<file path="src/rtl/hazard_detect_pkg.sv">
// Shared opcode, hazard-code and shadow-entry definitions for the ID-stage hazard detector.
package hazard_detect_pkg;

  localparam int unsigned OP_W  = 7;
  localparam int unsigned REG_W = 5;
  localparam int unsigned HZ_W  = 3;

  localparam logic [OP_W-1:0] LOAD   = 7'b0000011;
  localparam logic [OP_W-1:0] STORE  = 7'b0100011;
  localparam logic [OP_W-1:0] BRANCH = 7'b1100011;
  localparam logic [OP_W-1:0] OP     = 7'b0110011;
  localparam logic [OP_W-1:0] OP_IMM = 7'b0010011;
  localparam logic [OP_W-1:0] JAL    = 7'b1101111;
  localparam logic [OP_W-1:0] JALR   = 7'b1100111;
  localparam logic [OP_W-1:0] LUI    = 7'b0110111;
  localparam logic [OP_W-1:0] AUIPC  = 7'b0010111;

  localparam logic [HZ_W-1:0] HZ_NONE     = 3'd0;
  localparam logic [HZ_W-1:0] HZ_EX_RS1   = 3'd1;
  localparam logic [HZ_W-1:0] HZ_EX_RS2   = 3'd2;
  localparam logic [HZ_W-1:0] HZ_MEM_RS1  = 3'd3;
  localparam logic [HZ_W-1:0] HZ_MEM_RS2  = 3'd4;
  localparam logic [HZ_W-1:0] HZ_EX_BOTH  = 3'd5;
  localparam logic [HZ_W-1:0] HZ_MEM_BOTH = 3'd6;

  // One in-flight destination shadow (EX or MEM slot)
  typedef struct packed {
    logic             vld;
    logic [REG_W-1:0] rd;
    logic [OP_W-1:0]  op;
  } stage_entry_t;

  // Ops whose result only exists on the MEM path (load data, link value)
  function automatic logic late_result(input logic [OP_W-1:0] op);
    return (op == LOAD) || (op == JAL) || (op == JALR);
  endfunction

  function automatic logic [HZ_W-1:0] hz_code(input logic m1, input logic m2,
                                               input logic [HZ_W-1:0] c1,
                                               input logic [HZ_W-1:0] c2,
                                               input logic [HZ_W-1:0] cboth);
    if (m1 && m2) return cboth;
    if (m1)       return c1;
    if (m2)       return c2;
    return HZ_NONE;
  endfunction

endpackage

</file>
<file path="src/rtl/hazard_detect_src_use_decode.sv">
// Opcode decode of which register fields an RV32I instruction reads and writes.
module src_use_decode
  import hazard_detect_pkg::*;
(
  input  logic [OP_W-1:0] op,
  output logic            uses_rs1,
  output logic            uses_rs2,
  output logic            writes_rd
);

  always_comb begin
    uses_rs1  = 1'b1;
    uses_rs2  = 1'b0;
    writes_rd = 1'b1;
    case (op)
      LUI, AUIPC, JAL: uses_rs1 = 1'b0;
      OP:              uses_rs2 = 1'b1;
      STORE, BRANCH: begin
        uses_rs2  = 1'b1;
        writes_rd = 1'b0;
      end
      default: ;
    endcase
  end

endmodule

</file>
<file path="src/rtl/hazard_detect.sv">
// ID-stage hazard detector: EX/MEM destination shadow, forwarding codes and load/link stall.
module hazard_detect
  import hazard_detect_pkg::*;
#(
  parameter int unsigned STALL_CNT_W = 32
) (
  input  logic                   clk,
  input  logic                   rst,
  input  logic                   id_valid,
  input  logic [OP_W-1:0]        id_op,
  input  logic [REG_W-1:0]       id_rs1,
  input  logic [REG_W-1:0]       id_rs2,
  input  logic [REG_W-1:0]       id_rd,
  input  logic                   flush,
  output logic                   is_hazard1,
  output logic [HZ_W-1:0]        hazard_reg1,
  output logic                   is_hazard2,
  output logic [HZ_W-1:0]        hazard_reg2,
  output logic [OP_W-1:0]        mem_op,
  output logic                   stall,
  output logic [STALL_CNT_W-1:0] stall_count
);

  stage_entry_t ex_q, mem_q;

  logic id_uses_rs1, id_uses_rs2, id_writes_unused;
  logic ex_writes, ex_rs1_unused, ex_rs2_unused;
  logic mem_writes, mem_rs1_unused, mem_rs2_unused;

  src_use_decode u_id_dec (
    .op        (id_op),
    .uses_rs1  (id_uses_rs1),
    .uses_rs2  (id_uses_rs2),
    .writes_rd (id_writes_unused)
  );

  src_use_decode u_ex_dec (
    .op        (ex_q.op),
    .uses_rs1  (ex_rs1_unused),
    .uses_rs2  (ex_rs2_unused),
    .writes_rd (ex_writes)
  );

  src_use_decode u_mem_dec (
    .op        (mem_q.op),
    .uses_rs1  (mem_rs1_unused),
    .uses_rs2  (mem_rs2_unused),
    .writes_rd (mem_writes)
  );

  logic ex_wr, mem_wr;
  logic match_ex_rs1, match_ex_rs2, match_mem_rs1, match_mem_rs2;

  // x0 never matches because a zero rd never qualifies as a write
  always_comb begin
    ex_wr  = ex_q.vld  && (ex_q.rd  != '0) && ex_writes;
    mem_wr = mem_q.vld && (mem_q.rd != '0) && mem_writes;

    match_ex_rs1  = id_valid && id_uses_rs1 && ex_wr && (ex_q.rd == id_rs1);
    match_ex_rs2  = id_valid && id_uses_rs2 && ex_wr && (ex_q.rd == id_rs2);
    match_mem_rs1 = id_valid && id_uses_rs1 && mem_wr && (mem_q.rd == id_rs1) && !match_ex_rs1;
    match_mem_rs2 = id_valid && id_uses_rs2 && mem_wr && (mem_q.rd == id_rs2) && !match_ex_rs2;

    hazard_reg1 = hz_code(match_ex_rs1, match_ex_rs2, HZ_EX_RS1, HZ_EX_RS2, HZ_EX_BOTH);
    hazard_reg2 = hz_code(match_mem_rs1, match_mem_rs2, HZ_MEM_RS1, HZ_MEM_RS2, HZ_MEM_BOTH);
    is_hazard1  = (hazard_reg1 != HZ_NONE);
    is_hazard2  = (hazard_reg2 != HZ_NONE);

    stall = !flush && (match_ex_rs1 || match_ex_rs2) && late_result(ex_q.op);
  end

  assign mem_op = mem_q.op;

  always_ff @(posedge clk) begin
    if (rst) begin
      ex_q        <= '0;
      mem_q       <= '0;
      stall_count <= '0;
    end else begin
      mem_q <= ex_q;
      if (flush || stall) begin
        ex_q <= '0;
      end else begin
        ex_q <= '{vld: id_valid, rd: id_rd, op: id_op};
      end
      if (stall && (stall_count != {STALL_CNT_W{1'b1}})) begin
        stall_count <= stall_count + STALL_CNT_W'(1);
      end
    end
  end

endmodule

</file>
<file path="config.mk">
export PLATFORM = sky130hd
export DESIGN_NAME = hazard_detect
export DESIGN_NICKNAME = d
export VERILOG_FILES = /design/src/rtl/hazard_detect_pkg.sv /design/src/rtl/hazard_detect_src_use_decode.sv /design/src/rtl/hazard_detect.sv
export SDC_FILE = /design/constraint.sdc
export NUM_CORES = 1
export LEC_CHECK = 0
export CAP_MARGIN = 25
export CELL_PAD_IN_SITES_DETAIL_PLACEMENT = 1
export CELL_PAD_IN_SITES_GLOBAL_PLACEMENT = 1
export CORE_UTILIZATION = 32
export CTS_CLUSTER_DIAMETER = 60
export DETAILED_ROUTE_END_ITERATION = 8
export PLACE_DENSITY = 0.81
export SYNTH_ARGS = -nofsm -noshare
export SYNTH_HDL_FRONTEND = slang
export SYNTH_SLANG_ARGS = --single-unit
</file>
<file path="constraint.sdc">
create_clock -name clk -period 2.2 [get_ports clk]
set_clock_uncertainty 0.1 [all_clocks]
set_input_delay 0.44 -clock clk [delete_from_list [all_inputs] [get_ports clk]]
set_output_delay 0.44 -clock clk [all_outputs]
set_load 0.05 [all_outputs]
</file>
==> flow_results.xml <==
<?xml version="1.0" encoding="UTF-8"?>
<metrics>
  <group name="global_route">
    <metric name="grt_pass1_wl" unit="µm">16300</metric>
    <metric name="grt_usage" unit="%">24.0</metric>
    <metric name="grt_remaining_overflow" unit="">0</metric>
    <metric name="vias_in_the_first_global_route" unit="">3171</metric>
    <metric name="antenna_found_initial" unit="">0</metric>
    <metric name="largest_net_degree_at_the_start_of_global_routing" unit="">48</metric>
  </group>
  <group name="power">
    <metric name="max-vdd-ir-drop" unit="mV">0.461</metric>
    <metric name="cellLeakagePower" unit="nW">1.94</metric>
    <metric name="cellPowerDensity" unit="nW/µm²">430</metric>
    <metric name="power.total" unit="mW">2.25</metric>
  </group>
  <group name="detailed_routing">
    <metric name="dr.first_iter.drc_count" unit="">144</metric>
    <metric name="routed-via-count" unit="">3298</metric>
    <metric name="drt.antenna.violating_nets" unit="">0</metric>
    <metric name="detailedRoute.firstPassIterationCount" unit="">4</metric>
    <metric name="drt-total-wl" unit="µm">13700</metric>
    <metric name="route.detailed.vias_per_inst" unit="">5.78</metric>
    <metric name="drt-wirelength-per-cell" unit="µm">23.9</metric>
    <metric name="detail_route.drc_violations" unit="">0</metric>
  </group>
  <group name="sta">
    <metric name="timing.final.hold_violations" unit="">0</metric>
    <metric name="rsz0062_at_grt" unit="">true</metric>
    <metric name="final.period_utilization" unit="%">124</metric>
    <metric name="final.setup.tns" unit="ns">-18.05</metric>
    <metric name="max_freq" unit="MHz">367</metric>
    <metric name="timing_max_transition_violations_final" unit="">0</metric>
    <metric name="postLayoutSetupSlackWorst" unit="ns">-0.528</metric>
    <metric name="tightestPinTransition" unit="ns">0.663</metric>
    <metric name="timing.slew.headroom" unit="%">55.8</metric>
    <metric name="setup_violations" unit="">55</metric>
    <metric name="period_needed" unit="ns">2.73</metric>
  </group>
  <group name="floorplan">
    <metric name="dieHeight" unit="µm">96.0</metric>
    <metric name="placementRows" unit="">33</metric>
    <metric name="top_level_ports" unit="">74</metric>
    <metric name="die_w" unit="µm">96.0</metric>
    <metric name="fp.dieArea" unit="µm²">9220</metric>
    <metric name="core_ar" unit="µm²">8380</metric>
    <metric name="floorplan.initialDensity" unit="%">33.8</metric>
  </group>
  <group name="layout">
    <metric name="final_net_count" unit="">488</metric>
    <metric name="num-fill-cells" unit="">882</metric>
    <metric name="drive_gt1_share" unit="%">50.4</metric>
    <metric name="mostFrequentLayoutCell" unit="">clkdlybuf4s50_1</metric>
    <metric name="final_cells" unit="">571</metric>
    <metric name="antenna-diode-count" unit="">0</metric>
    <metric name="commonest_non_fill_non_tap_cells_in_the_layout" unit="">43 x clkdlybuf4s50_1, 41 x buf_4, 27 x dfxtp_1, 22 x dfxtp_2, 19 x a21oi_2</metric>
    <metric name="syn2layout_area_growth" unit="%">85.4</metric>
  </group>
  <group name="hold_path">
    <metric name="min_delay_worst_endpoint" unit="">ex_q[3]</metric>
    <metric name="hold_path.startpoint" unit="">id_op[3]</metric>
    <metric name="hold_path_depth" unit="">2</metric>
    <metric name="hold_class" unit="">in2reg</metric>
  </group>
  <group name="clocking">
    <metric name="path_clk_slew" unit="ns">0.07</metric>
    <metric name="worst_skew_pair.late_latency" unit="ns">0.36</metric>
    <metric name="cts_buffers" unit="">9</metric>
    <metric name="root_driver" unit="">clkbuf_8</metric>
    <metric name="clkSinkCount" unit="">58</metric>
    <metric name="tritoncts" unit="">yes</metric>
    <metric name="htree_num_levels" unit="">3</metric>
    <metric name="hold_buffers" unit="">0</metric>
    <metric name="cts.path.max_buffers" unit="">2</metric>
  </group>
  <group name="placed_design">
    <metric name="placed_cells_incl_taps" unit="">528</metric>
    <metric name="place.gp.congestion" unit="">0.793</metric>
    <metric name="pre_cts_ws" unit="ns">-0.928</metric>
    <metric name="port-buffer-count" unit="">73</metric>
    <metric name="place.detailed.hpwl" unit="µm">6710</metric>
  </group>
  <group name="yosys">
    <metric name="synth_cells" unit="">331</metric>
    <metric name="synth-seq-area-share" unit="%">41.0</metric>
    <metric name="yosys_warnings" unit="">0</metric>
    <metric name="syn_area_per_cell" unit="µm²">8.55</metric>
    <metric name="synth_async_sr_flop_share" unit="%">0</metric>
    <metric name="synthDistinctLibCells" unit="">43</metric>
    <metric name="synth.net_count" unit="">358</metric>
    <metric name="ys_seq_elements" unit="">58</metric>
    <metric name="synth_enable_flop_cells" unit="">0</metric>
    <metric name="prevailing_post_synth_register_cell" unit="">dfxtp_1</metric>
    <metric name="synthesis.area" unit="µm²">2830</metric>
  </group>
  <group name="flow_run">
    <metric name="cap_violations" unit="">0</metric>
  </group>
  <group name="setup_path">
    <metric name="most_prevalent_standard_cell_on_the_critical_path" unit="">buf_4</metric>
    <metric name="timing_worst_setup_path_type" unit="">reg2reg</metric>
    <metric name="cp_slowest_cell" unit="">or4_4</metric>
    <metric name="critical_register_to_register_path_startpoint" unit="">ex_q[3]</metric>
    <metric name="timing.rr.end" unit="">stall_count[30]</metric>
    <metric name="startpoint_kind_of_the_worst_setup_timing_path" unit="">flop</metric>
    <metric name="cpLargestDelayFamily" unit="">compound AO/OA/AOI/OAI gates</metric>
    <metric name="critical_path.cell_chain" unit="">or4_4 -&gt; a2111oi_4 -&gt; buf_4 -&gt; o21ai_4 -&gt; buf_4 -&gt; buf_6 -&gt; buf_8 -&gt; buf_4 -&gt; o31ai_1 -&gt; a21oi_2</metric>
    <metric name="worst_path_largest_cell_delay" unit="ns">0.55</metric>
    <metric name="crit_required" unit="ns">2.31</metric>
    <metric name="critical_path.endpoint_type" unit="">flop</metric>
    <metric name="worstRegToRegCells" unit="">10</metric>
    <metric name="cp_max_fo" unit="">7</metric>
    <metric name="timing.critical_path.buf_inv" unit="">5</metric>
    <metric name="critical_path_data_arrival_time" unit="ns">2.84</metric>
    <metric name="timing.reg2reg.setup_slack" unit="ns">-0.53</metric>
  </group>
  <group name="run_status">
    <metric name="outcome" unit="">complete, but fails checks</metric>
    <metric name="failed_checks" unit="">negative setup slack</metric>
  </group>
</metrics>
==> worst register-to-register path: stages (launching register included) <==
cell       delay, ns
dfxtp_2         0.33
or4_4           0.55
a2111oi_4       0.36
buf_4           0.20
o21ai_4         0.08
buf_4           0.14
buf_6           0.11
buf_8           0.12
buf_4           0.12
o31ai_1         0.38
a21oi_2         0.09
==> routing by layer <==
layer / GRT usage, % / part of all wire [%] / up-vias
li1: - / - / 1451
met1: 27.1 / 39 / 1669
met2: 44.0 / 53 / 127
met3: 4.90 / 3.5 / 51
met4: 9.20 / 4.4 / 0
met5: 0 / 0 / -
==> Yosys cell counts, types with 8 or more instances <==
cell | instances | area share (%)
dfxtp_1 | 58 | 41
a21oi_1 | 28 | 5.0
nand2_1 | 23 | 3.1
nand3_1 | 23 | 4.1
or3_1 | 18 | 4.0
o21ai_0 | 17 | 3.0
and2_1 | 16 | 3.5
xnor2_1 | 16 | 5.0
nor2b_1 | 14 | 3.1
nor2_1 | 13 | 1.7
or4_1 | 12 | 3.2
o31ai_1 | 11 | 2.9
inv_1 | 9 | 1.2
clkbuf_1 | 8 | 1.1
==> power breakdown <==
part | switching [mW] | internal (mW)
clock | 0.463 | 0.466
combinational | 0.128 | 0.124
sequential | 0.0184 | 1.06
total | 0.609 | 1.65
==> area by class of cell <==
class / count / area (µm²) / share of cell area, %
timing repair buffer: 139 / 1480 / 28.2
clock inverter: 3 / 15.0 / 0.286
sequential: 58 / 1220 / 23.3
inverter: 9 / 57.6 / 1.10
multi-input combinational: 244 / 2180 / 41.6
tap: 105 / 131 / 2.50
clock buffer: 13 / 159 / 3.03
==> how the worst max path moves through the flow <==
| stage | from | to | slack [ns] | cells after the start |
|---|---|---|---|---|
| 5_1_grt | ex_q[3] | stall_count[30] | -0.58 | 10 |
| 3_3_place_gp | id_op[4] | is_hazard2 | -0.76 | 8 |
| 4_1_cts | ex_q[3] | stall | -0.44 | 6 |
| 2_1_floorplan | id_op[2] | hazard_reg2[0] | -0.23 | 7 |
| 3_5_place_dp | id_op[6] | ex_q[6] | -0.93 | 7 |
| 6_report | ex_q[3] | stall_count[30] | -0.53 | 10 |
==> state kept, by name, indices dropped and copies added, names as in the netlist <==
register and cells:
stall_count 32, mem_q 6, mem_op 7, ex_q 13
==> metrics by stage <==
| step | util (%) | instance area, µm² | hold WS [ns] |
|---|---|---|---|
| floorplan | - | 3020 | 0.328 |
| global placement | 49.3 | 4130 | 0.354 |
| detailed placement | 49.3 | 4130 | 0.367 |
| CTS | 54.8 | 4600 | 0.360 |
| global route | 62.6 | 5250 | 0.304 |
| finish | 62.6 | 5250 | 0.292 |
==> repair_timing <==
item,4_1_cts,5_1_grt
setup buffers,8,16
resized for setup,66,117
gates cloned,0,5
setup endpoints to repair,54,56
pin swaps,30,58
==> logic make-up after synthesis <==
| kind of cell | after synthesis | synth area share [%] |
|---|---|---|
| adder cells (fa/ha/maj) | 1 | 0.442 |
| AO/OA/AOI/OAI | 64 | 14.2 |
| AND/OR/NAND/NOR | 155 | 31.7 |
| buffers and inverters | 29 | 5.00 |
| XOR/XNOR | 21 | 6.50 |
| flip-flops | 58 | 41.0 |
| multiplexers | 3 | 1.15 |
Power figures use the tool's default switching activity.
